--- config.mk ---
export PLATFORM = sky130hd
export DESIGN_NAME = i2s_mem_request_scheduler
export DESIGN_NICKNAME = d
export VERILOG_FILES = /design/src/rtl/i2s_sched_pkg.sv /design/src/rtl/i2s_ring_ptr.sv /design/src/rtl/i2s_mem_request_scheduler.sv
export SDC_FILE = /design/constraint.sdc
export NUM_CORES = 1
export LEC_CHECK = 0
export CORE_MARGIN = 4
export CORE_UTILIZATION = 45
export DETAILED_ROUTE_END_ITERATION = 8
export PLACE_DENSITY_LB_ADDON = 0.25
export SYNTH_ARGS = -nofsm -noshare
export SYNTH_HDL_FRONTEND = slang
export SYNTH_SLANG_ARGS = --single-unit
--- constraint.sdc ---
create_clock -name clk -period 7.5 [get_ports clk]
set_input_delay 1.125 -clock clk [delete_from_list [all_inputs] [get_ports clk]]
set_output_delay 1.125 -clock clk [all_outputs]
set_load 0.005 [all_outputs]
--- src/rtl/i2s_sched_pkg.sv ---
// rtl/i2s_sched_pkg.sv - shared states and constants for the I2S memory request scheduler
package i2s_sched_pkg;

  typedef enum logic [2:0] {
    S_IDLE,
    S_PLAN,
    S_ISSUE,
    S_DATA,
    S_PAD,
    S_DONE
  } sched_state_t;

  localparam int MAX_BURST_DEFAULT = 64;
  localparam int PTR_WIDTH         = 24;
  localparam int AVAIL_WIDTH       = PTR_WIDTH + 1;
  localparam int LEN_WIDTH         = 9;
  localparam logic [15:0] UNDERRUN_MAX = 16'hFFFF;

  function automatic logic [PTR_WIDTH-1:0] min_ptr(input logic [PTR_WIDTH-1:0] a,
                                                   input logic [PTR_WIDTH-1:0] b);
    return (a < b) ? a : b;
  endfunction

endpackage

--- src/rtl/i2s_ring_ptr.sv ---
// rtl/i2s_ring_ptr.sv - ring consume pointer with wrap increment and fill-level arithmetic
module i2s_ring_ptr
  import i2s_sched_pkg::*;
(
  input  logic                 clk,
  input  logic                 rst,
  input  logic                 advance,
  input  logic [PTR_WIDTH-1:0] cfg_ring_size,
  input  logic [PTR_WIDTH-1:0] cfg_write_ptr,
  output logic [PTR_WIDTH-1:0] read_ptr,
  output logic [PTR_WIDTH-1:0] avail,
  output logic [PTR_WIDTH-1:0] to_end
);

  logic [AVAIL_WIDTH-1:0] diff;
  logic [AVAIL_WIDTH-1:0] wrapped;
  logic [AVAIL_WIDTH-1:0] ptr_inc;

  // One extra bit so a write pointer behind the read pointer folds back by ring size.
  always_comb begin
    diff    = {1'b0, cfg_write_ptr} - {1'b0, read_ptr};
    wrapped = diff[AVAIL_WIDTH-1] ? diff + {1'b0, cfg_ring_size} : diff;
    avail   = PTR_WIDTH'(wrapped);
    to_end  = (read_ptr < cfg_ring_size) ? cfg_ring_size - read_ptr : '0;
    ptr_inc = {1'b0, read_ptr} + AVAIL_WIDTH'(1);
  end

  always_ff @(posedge clk or negedge rst) begin
    if (!rst) begin
      read_ptr <= '0;
    end else if (advance) begin
      read_ptr <= (ptr_inc >= {1'b0, cfg_ring_size}) ? '0 : ptr_inc[PTR_WIDTH-1:0];
    end
  end

endmodule

--- src/rtl/i2s_mem_request_scheduler.sv ---
// rtl/i2s_mem_request_scheduler.sv - splits FIFO fill requests into ring-bounded memory bursts, zero-padding on underrun
module i2s_mem_request_scheduler
  import i2s_sched_pkg::*;
#(
  parameter int MAX_BURST  = MAX_BURST_DEFAULT,
  parameter int ADDR_WIDTH = 32
) (
  input  logic                  clk,
  input  logic                  rst,
  input  logic                  enable,
  input  logic [ADDR_WIDTH-1:0] cfg_base_addr,
  input  logic [23:0]           cfg_ring_size,
  input  logic [23:0]           cfg_write_ptr,
  output logic [23:0]           read_ptr,
  output logic [15:0]           underrun_count,
  output logic                  busy,
  input  logic                  request_data,
  input  logic [23:0]           request_size,
  output logic                  request_finished,
  output logic                  memory_data_strobe,
  output logic [31:0]           memory_data,
  output logic                  mem_rd_req,
  output logic [ADDR_WIDTH-1:0] mem_rd_addr,
  output logic [8:0]            mem_rd_len,
  input  logic                  mem_rd_ack,
  input  logic [31:0]           mem_rd_data,
  input  logic                  mem_rd_valid
);

  sched_state_t state, state_nxt;

  logic [PTR_WIDTH-1:0] remaining;
  logic [PTR_WIDTH-1:0] avail;
  logic [PTR_WIDTH-1:0] to_end;
  logic [PTR_WIDTH-1:0] chunk;
  logic [LEN_WIDTH-1:0] beats_left;
  logic                 advance;
  logic                 last_beat;

  i2s_ring_ptr u_ring_ptr (
    .clk           (clk),
    .rst           (rst),
    .advance       (advance),
    .cfg_ring_size (cfg_ring_size),
    .cfg_write_ptr (cfg_write_ptr),
    .read_ptr      (read_ptr),
    .avail         (avail),
    .to_end        (to_end)
  );

  assign advance    = (state == S_DATA) && mem_rd_valid;
  assign last_beat  = advance && (beats_left == LEN_WIDTH'(1));
  assign mem_rd_req = (state == S_ISSUE);

  // A burst never runs past the ring end nor past what the host has written.
  always_comb begin
    chunk = min_ptr(min_ptr(remaining, PTR_WIDTH'(MAX_BURST)), min_ptr(to_end, avail));
  end

  always_comb begin
    state_nxt = state;
    case (state)
      S_IDLE:  if (request_data && enable && (request_size != '0)) state_nxt = S_PLAN;
      S_PLAN:  state_nxt = (chunk != '0) ? S_ISSUE : S_PAD;
      S_ISSUE: if (mem_rd_ack) state_nxt = S_DATA;
      S_DATA:  if (last_beat) state_nxt = (remaining == PTR_WIDTH'(1)) ? S_DONE : S_PLAN;
      S_PAD: begin
        if (remaining == PTR_WIDTH'(1)) state_nxt = S_DONE;
        else if (avail != '0)           state_nxt = S_PLAN;
      end
      S_DONE:  state_nxt = S_IDLE;
      default: state_nxt = S_IDLE;
    endcase
  end

  always_ff @(posedge clk or negedge rst) begin
    if (!rst) begin
      state              <= S_IDLE;
      remaining          <= '0;
      beats_left         <= '0;
      mem_rd_addr        <= '0;
      mem_rd_len         <= '0;
      memory_data        <= '0;
      memory_data_strobe <= 1'b0;
      request_finished   <= 1'b0;
      busy               <= 1'b0;
      underrun_count     <= '0;
    end else begin
      state              <= state_nxt;
      memory_data_strobe <= 1'b0;
      request_finished   <= 1'b0;
      case (state)
        S_IDLE: begin
          if (state_nxt == S_PLAN) begin
            remaining <= request_size;
            busy      <= 1'b1;
          end
        end
        S_PLAN: begin
          mem_rd_addr <= cfg_base_addr + ADDR_WIDTH'(read_ptr);
          mem_rd_len  <= LEN_WIDTH'(chunk);
          beats_left  <= LEN_WIDTH'(chunk);
        end
        S_DATA: begin
          if (mem_rd_valid) begin
            memory_data        <= mem_rd_data;
            memory_data_strobe <= 1'b1;
            remaining          <= remaining - PTR_WIDTH'(1);
            beats_left         <= beats_left - LEN_WIDTH'(1);
          end
        end
        S_PAD: begin
          memory_data        <= '0;
          memory_data_strobe <= 1'b1;
          remaining          <= remaining - PTR_WIDTH'(1);
          if (underrun_count != UNDERRUN_MAX) underrun_count <= underrun_count + 16'd1;
        end
        S_DONE: begin
          request_finished <= 1'b1;
          busy             <= 1'b0;
        end
        default: ;
      endcase
    end
  end

endmodule

==> flow_summary.toml, run 1 <==
[synth]
synth_top_cell_area_share = 0.260
ys.flop_type = "dfrtp_1"
async_flop_share = 1.00
yosys-top-cells-area = "dfrtp_1, ha_1, nand2_1"
synth.avg_cell_area_sq_um = 7.96
synth-seq-cells = 152
synth_warnings = 0
synth_cell_type_count = 93
syn-cell-area_sq_um = 14600
yosys-top-cells-count = "nand2_1, ha_1, dfrtp_1"
synth_edf_count = 0
synth_most_common_cell = "nand2_1"
synth_top_area_cell = "dfrtp_1"
syn_inst = 1838
synth-seq-area-share = 0.260

[place]
port_buffers = 258
place_congestion = 0.964
post-place-ws_ps = -1890
hpwl_um = 43400
placed_cells = 2910

[sta]
fin_ws_ps = -1150
max_slew_margin = 0.233
setup_tns_ps = -19640
slew_viol_final = 0
rsz0062_at_grt = "yes"
setup_viol = 20
skew_ps = 13.4
fmax_mhz = 116
fin_crit_ps = 8650
finalHoldViolCount = 0
fin_crit_sh = 1.15
worstMarginPinSlew_ps = 1150

[global_routing]
grt_overflow = 0
first_global_vias = 16500
grt_use_total = 0.299
grt_pass1_wl_um = 86300
grt_start_max_net_pins = 84
antenna_found_initial = 0

[route]
postRouteAntennaNets = 0
drtIter0Drc = 1331
firstDrtPassIters = 6
drt-total-wl_um = 55700
drc_errors = 0
vias = 16900
wl_per_cell_um = 18.6
via_per_inst = 5.63

[finish]
stdcell_count = 3002
diodes = 0
area_growth_pct = 55.3
drive_above_1_share = 0.259
nets = 2871

[power]
p_per_area_nw_per_um2 = 584
peakVddDrop_mv = 0.496
p_leak_nw = 10.8

[critical_path]
setup.worst_path.start = "cfg_write_ptr[4]"
cp-end-kind = "flop"
critPathCapture = "beats_left[6]"
cp_slowest_cell = "a221o_1"
rr_endpoint = "beats_left[6]"
reg2reg_slack_ps = -830
crit_fanout = 6
cpMostUsedCell = "buf_4"
r2r_cells = 43
startpoint_type = "input pin"
reg2reg_from = "u_ring_ptr.read_ptr[1]"
slowest_delay_ps = 360
arrival_ps = 8980
cp.required_ps = 7830
crit_type = "input pin to flop"

[clock_tree]
clockBufferDepth = 2
clk_latency_ps = 450
cts_root_buf = "clkbuf_16"
clock-sinks = 152
htreeDepth = 4
cts_tree = "built"
ctsHoldBuffers = 0
clk_pin_slew_ps = 60
numCtsBuffers = 17

[die]
dieArea_sq_um = 35500
coreArea_sq_um = 31800
die_y_um = 188
start_util = 0.460
pin_count = 259
die_width_um = 188
std_cell_rows = 65

[outcome]
violations = "negative setup slack"
status = "finished, violations left"

[min_path]
min_path_type = "flop to flop"

[flow_run]
drv_cap = 0
## how the worst min path moves through the flow
stage / from / slack [ps] / cells after the start / endpoint
after floorplan: remaining[17] / 450 / 2 / remaining[17]
after global placement: mem_rd_addr[5] / 460 / 2 / mem_rd_addr[5]
after detailed placement: mem_rd_len[8] / 470 / 2 / mem_rd_len[8]
after CTS: mem_rd_addr[9] / 480 / 2 / mem_rd_addr[9]
after global routing: mem_rd_addr[21] / 510 / 2 / mem_rd_addr[21]
final: mem_rd_addr[25] / 480 / 2 / mem_rd_addr[25]
## placed cells by master (no fill, tap or decap), types with 41 or more instances in the layout
master and count:
a21o_1 43, a21oi_1 107, buf_4 462, clkdlybuf4s50_1 245, dfrtp_1 152, ha_1 150
inv_1 117, nand2_1 227, nand3_1 81, nor2_1 104, nor3_1 41, o21ai_0 130
xnor2_1 72
## state kept, by name, summed over array words and instances (netlist names)
register / cells
underrun_count: 16
beats_left: 9
memory_data_strobe: 1
memory_data: 32
state: 3
u_ring_ptr.read_ptr: 24
mem_rd_addr: 32
mem_rd_len: 9
request_finished: 1
remaining: 24
busy: 1
## final cells by class
cell class	instances	area [sq um]
Fill cell	2431	9070
Inverter	124	483
Clock buffer	17	425
Sequential cell	152	3800
Timing Repair Buffer	737	6330
Clock inverter	15	154
Tap cell	435	544
Multi-Input combinational cell	1522	11000
## cells by family after synthesis
family,Yosys count,synth area share
and+or+nand+nor,674,0.226
muxes,29,0.0209
adders and majority gates,175,0.152
DFF,152,0.260
AOI/OAI and AO/OA,514,0.226
buffers and inverters,180,0.0475
xor gates and xnor gates,113,0.0676
other,1,0.000256
## layer usage
layer  part of all wire  GRT usage  up-vias
met3              0.067     0.0535      122
met4              0.035      0.106        0
li1                   -          -     8099
met2               0.46      0.478      652
met5                  0          0        -
met1               0.44      0.407     8028
## repair_timing
item / 4_1_cts / 5_1_grt
resized for setup: 73 / 85
endpoints found under the hold margin: 0 / 0
buffers inserted: 35 / 27
pin swaps: 24 / 77
gates cloned: 2 / 0
setup endpoints to repair: 20 / 20
## per-stage QoR
stage | power (mW) | hold slack (ps) | cell area (sq um) | utilization
2_1_floorplan | 5.94 | 450 | 14900 | -
3_3_place_gp | 10.0 | 461 | 20900 | 0.658
3_5_place_dp | 10.2 | 467 | 20900 | 0.658
4_1_cts | 12.1 | 484 | 22100 | 0.696
5_1_grt | 14.2 | 506 | 22700 | 0.715
6_report | 13.3 | 480 | 22700 | 0.715
## critical path: cells and delay by family
family | cells | cell delay (ps)
multiplexers | 2 | 440
AND/OR/NAND/NOR | 8 | 1580
buffers and inverters | 10 | 1500
XOR/XNOR | 1 | 180
AO/OA/AOI/OAI | 17 | 3190
adder cells (fa/ha/maj) | 4 | 940
## report_power, final
| part | total [mW] | internal, mW | switching [mW] | leakage, nW |
|---|---|---|---|---|
| combinational | 11.0 | 5.81 | 5.24 | 8.58 |
| sequential | 1.36 | 1.13 | 0.235 | 1.91 |
| clock | 0.857 | 0.470 | 0.387 | 0.282 |
(Power assumes the default switching activity.)
==> run 2, diff against run 1 <==
--- a/config.mk
+++ b/config.mk
@@ -9,6 +9,7 @@
 export CORE_UTILIZATION = 45
 export DETAILED_ROUTE_END_ITERATION = 8
 export PLACE_DENSITY_LB_ADDON = 0.25
+export SLEW_MARGIN = 20
 export SYNTH_ARGS = -nofsm -noshare
 export SYNTH_HDL_FRONTEND = slang
 export SYNTH_SLANG_ARGS = --single-unit
==> run 2 against run 1 <==
The flow still finishes with violations (negative setup slack). Flip-flop and latch count unchanged. Core utilization about the same. Fmax about the same. Wire length about the same.
==> flow_summary.toml, run 2 (synthesis results as in run 1) <==
[outcome]
status = "finished, violations left"
violations = "negative setup slack"

[clock_tree]
clk_pin_slew_ps = 60
cts_root_buf = "clkbuf_16"
numCtsBuffers = 17
clk_latency_ps = 450
cts_tree = "built"
clockBufferDepth = 2
clock-sinks = 152
htreeDepth = 4

[route]
wl_per_cell_um = 18.6
drt-total-wl_um = 55700
postRouteAntennaNets = 0
vias = 16900
via_per_inst = 5.63
drc_errors = 0
firstDrtPassIters = 6
drtIter0Drc = 1333

[global_routing]
antenna_found_initial = 0
grt_use_total = 0.299
grt_pass1_wl_um = 86300
grt_start_max_net_pins = 84
first_global_vias = 16500
grt_overflow = 0

[finish]
final_common_cell = "buf_4"
multi_input_area_sq_um = 11000
drive_above_1_share = 0.259
final-seq-area_sq_um = 3800
post-route-util = 0.715
largestRegisters = "mem_rd_addr: 32 flops, memory_data: 32 flops"
fillers = 2430
nets = 2871
final_cell_mix = "buf_4, clkdlybuf4s50_1, nand2_1"
area_growth_pct = 55.3
fin_area_sq_um = 22700
diodes = 0

[sta]
max_slew_margin = 0.244
slew_viol_final = 0
holdWs_ps = 480
skew_ps = 13.6
fin_ws_ps = -1150
rsz0062_at_grt = "yes"
fin_crit_sh = 1.15
worstMarginPinSlew_ps = 1130
finalHoldViolCount = 0
fmax_mhz = 116
fin_crit_ps = 8650
setup_tns_ps = -19640
setup_viol = 20

[power]
swShare = 0.442
p_sw_mw = 5.86
p_per_area_nw_per_um2 = 584
p_comb_frac = 0.833
p_int_mw = 7.41
pwr-share-clk = 0.065
p_leak_nw = 10.8
p_seq_frac = 0.103
p_total_mw = 13.3
peakVddDrop_mv = 0.496

[critical_path]
slowest_delay_ps = 360
startpoint_type = "input pin"
cp_slowest_cell = "a221o_1"
crit_fanout = 5
arrival_ps = 9000
cp-end-kind = "flop"
crit_type = "input pin to flop"
cp.required_ps = 7850
cpMostUsedCell = "buf_4"

[place]
place_congestion = 0.964
port_buffers = 258
hpwl_um = 43400
postPlaceCellArea_sq_um = 20900

[die]
dieArea_sq_um = 35500
die_width_um = 188
die_y_um = 188
start_util = 0.460
std_cell_rows = 65
coreArea_sq_um = 31800
pin_count = 259

[flow_run]
drv_cap = 0

[min_path]
min_path_type = "flop to flop"
run 2: changes by cell type in the layout (fill, tap and decap cells not counted):
cell / change
nand2_2: +2
nand2_1: -2
run 2: final timing paths:
kind,start,to,slack [ps],depth (start not counted)
max,cfg_write_ptr[4],state[2],-1150,40
min,mem_rd_addr[25],mem_rd_addr[25],480,2
max reg2reg,u_ring_ptr.read_ptr[1],state[2],-830,41
min reg2reg,mem_rd_addr[25],mem_rd_addr[25],480,2
max in group asynchronous,rst,remaining[0],5300,2
min in group asynchronous,rst,mem_rd_addr[22],700,1
run 2: what timing repair did:
action | in CTS | in global routing
gates cloned | 2 | 0
endpoints found under the hold margin | 0 | 0
buffers inserted | 35 | 27
endpoints found under the setup margin | 20 | 20
hold buffers | 0 | 0
pin swaps | 24 | 77
gates resized for setup | 73 | 85
run 2: final cells by class:
type / instances / share of cell area
Multi-Input combinational cell: 1522 / 0.483
Timing Repair Buffer: 737 / 0.279
Sequential cell: 152 / 0.167
Tap cell: 435 / 0.0239
Inverter: 124 / 0.0212
Clock buffer: 17 / 0.0187
Clock inverter: 15 / 0.00677
run 2: critical path, delay by kind of cell:
family                     cells  cell delay, ps
and+or+nand+nor               10            1980
xor gates and xnor gates       1             180
buffers and inverters          7            1060
AOI/OAI and AO/OA             17            3480
muxes                          1             220
adders and majority gates      4             940
run 2: power by group through the flow:
stage / sequential [mW] / combinational (mW) / clock [mW]
6_report: 1.36 / 11.0 / 0.858
5_1_grt: 1.40 / 11.9 / 0.911
4_1_cts: 1.35 / 9.83 / 0.870
3_5_place_dp: 1.36 / 8.81 / 0
3_3_place_gp: 1.35 / 8.68 / 0
2_1_floorplan: 1.37 / 4.58 / 0
run 2: stage by stage:
step	std cells	setup WS (ps)
global route	3002	-1450
global placement	2910	-1720
CTS	2979	-1020
finish	3002	-1150
detailed placement	2910	-1890
floorplan	1854	-788
run 2: layer usage:
metal | vias to the layer above | wire (um) | GRT usage
li1 | 8097 | - | -
met1 | 8025 | 24600 | 0.407
met2 | 661 | 25400 | 0.478
met3 | 123 | 3760 | 0.0535
met4 | 0 | 1950 | 0.106
met5 | - | 0 | 0
==> run 3, diff against run 2 <==
==> constraint.sdc (replaced) <==
create_clock -name clk -period 9.5 [get_ports clk]
set_input_delay 1.425 -clock clk [delete_from_list [all_inputs] [get_ports clk]]
set_output_delay 1.425 -clock clk [all_outputs]
set_load 0.005 [all_outputs]
==> run 3 against run 2 <==
The flow now finishes without violations. Global-route usage decreased by 3.4 points. Register-to-register slack better by 1700 ps. Cell area decreased by 12%. Total power is 36% lower. Worst setup slack gained 1300 ps. Clock-buffer cell count rose by 2. Combinational power decreased by 39%. Critical endpoint is now state[1]. Largest power group unchanged.
==> flow_summary.toml, run 3 (synthesis results as in run 1) <==
[min_path]
min_path_type = "flop to flop"
hold_depth = 2

[finish]
final_cell_mix = "clkdlybuf4s50_1, nand2_1, buf_4"
diodes = 0
nets = 2591
post-route-util = 0.631
fin_area_sq_um = 20100
final_common_cell = "clkdlybuf4s50_1"
stdcell_count = 2722
area_growth_pct = 37.2
drive_above_1_share = 0.143
largestRegisters = "mem_rd_addr: 32 flops, memory_data: 32 flops"

[clock_tree]
cts_tree = "built"
cts_root_buf = "clkbuf_16"
numCtsBuffers = 17
clock-sinks = 152
htreeDepth = 4
clk_latency_ps = 450
clockBufferDepth = 2
clk_pin_slew_ps = 60

[route]
drc_errors = 0
drt-total-wl_um = 49500
vias = 15400
firstDrtPassIters = 6
wl_per_cell_um = 18.2
postRouteAntennaNets = 0
drtIter0Drc = 952
via_per_inst = 5.66

[sta]
worstMarginPinSlew_ps = 1090
fin_crit_ps = 9330
fmax_mhz = 107
fin_crit_sh = 0.982
skew_ps = 14.4
max_slew_margin = 0.272
finalHoldViolCount = 0
slew_viol_final = 0
setup_viol = 0

[global_routing]
antenna_found_initial = 0
grt_overflow = 0
grt_use_total = 0.265
first_global_vias = 14900
grt_pass1_wl_um = 77000
grt_start_max_net_pins = 84

[critical_path]
cp_slowest_cell = "clkdlybuf4s50_1"
crit_type = "input pin to flop"
arrival_ps = 9670
cp.required_ps = 9840
slowest_delay_ps = 470
crit_fanout = 7
r2r_cells = 40
reg2reg_slack_ps = 820
cpMostUsedCell = "nand4_1"
cp-end-kind = "flop"
startpoint_type = "input pin"

[flow_run]
drv_cap = 0

[power]
peakVddDrop_mv = 0.299
p_per_area_nw_per_um2 = 422
p_seq_frac = 0.129
pwr-share-clk = 0.080
swShare = 0.462
p_leak_nw = 9.28
p_int_mw = 4.56
p_comb_frac = 0.791
p_sw_mw = 3.92

[die]
pin_count = 259
start_util = 0.460
coreArea_sq_um = 31800
dieArea_sq_um = 35500
std_cell_rows = 65
die_y_um = 188
die_width_um = 188

[place]
hpwl_um = 39500
postPlaceCellArea_sq_um = 19000
placed_cells = 2679
port_buffers = 258
place_congestion = 1.00

[outcome]
status = "finished clean"
run 3: repair_timing:
item,in CTS,in global routing
resized for setup,5,77
hold endpoints to repair,0,0
gates cloned,0,1
setup endpoints to repair,7,20
pin swaps,1,54
hold buffers,0,0
buffers inserted,0,12
run 3: power by group through the flow:
stage / clock [mW] / sequential [mW] / combinational, mW
floorplan: 0 / 1.08 / 3.45
global placement: 0 / 1.09 / 5.93
detailed placement: 0 / 1.10 / 6.03
CTS: 0.688 / 1.09 / 6.08
global route: 0.716 / 1.13 / 7.33
finish: 0.679 / 1.09 / 6.71
run 3: path summary, 6_finish.rpt:
path	end	from
setup / recovery	state[1]	cfg_write_ptr[4]
hold / removal	mem_rd_addr[0]	mem_rd_addr[0]
setup reg to reg	state[1]	u_ring_ptr.read_ptr[1]
hold reg to reg	mem_rd_addr[0]	mem_rd_addr[0]
max in group asynchronous	remaining[3]	rst
min in group asynchronous	mem_rd_addr[21]	rst
run 3: routing by layer:
layer,GRT usage,wire length [um],vias to the layer above
li1,-,-,7522
met1,0.358,22100,7298
met2,0.442,23400,490
met3,0.0421,2730,87
met4,0.0706,1280,0
met5,0,0,-
run 3: critical path, delay by kind of cell:
kind	cells	cell delay (ps)
xor gates and xnor gates	1	180
buffers and inverters	5	1020
and+or+nand+nor	17	3150
AOI/OAI and AO/OA	15	2900
adders and majority gates	4	960
run 3: final cells by class:
class,count,area (sq um)
Multi-Input combinational cell,1522,10500
Timing Repair Buffer,457,4140
Inverter,124,468
Tap cell,435,544
Clock buffer,19,433
Fill cell,2686,11700
Sequential cell,152,3800
Clock inverter,13,149
run 3: metrics by stage:
step                setup WS (ps)  TNS [ps]  hold slack [ps]  power [mW]
global route                 -107      -201              502        9.18
finish                        173         0              477        8.48
CTS                          3.09         0              480        7.86
detailed placement           -629     -8380              465        7.13
floorplan                     234         0              450        4.53
global placement             -402     -4400              460        7.02
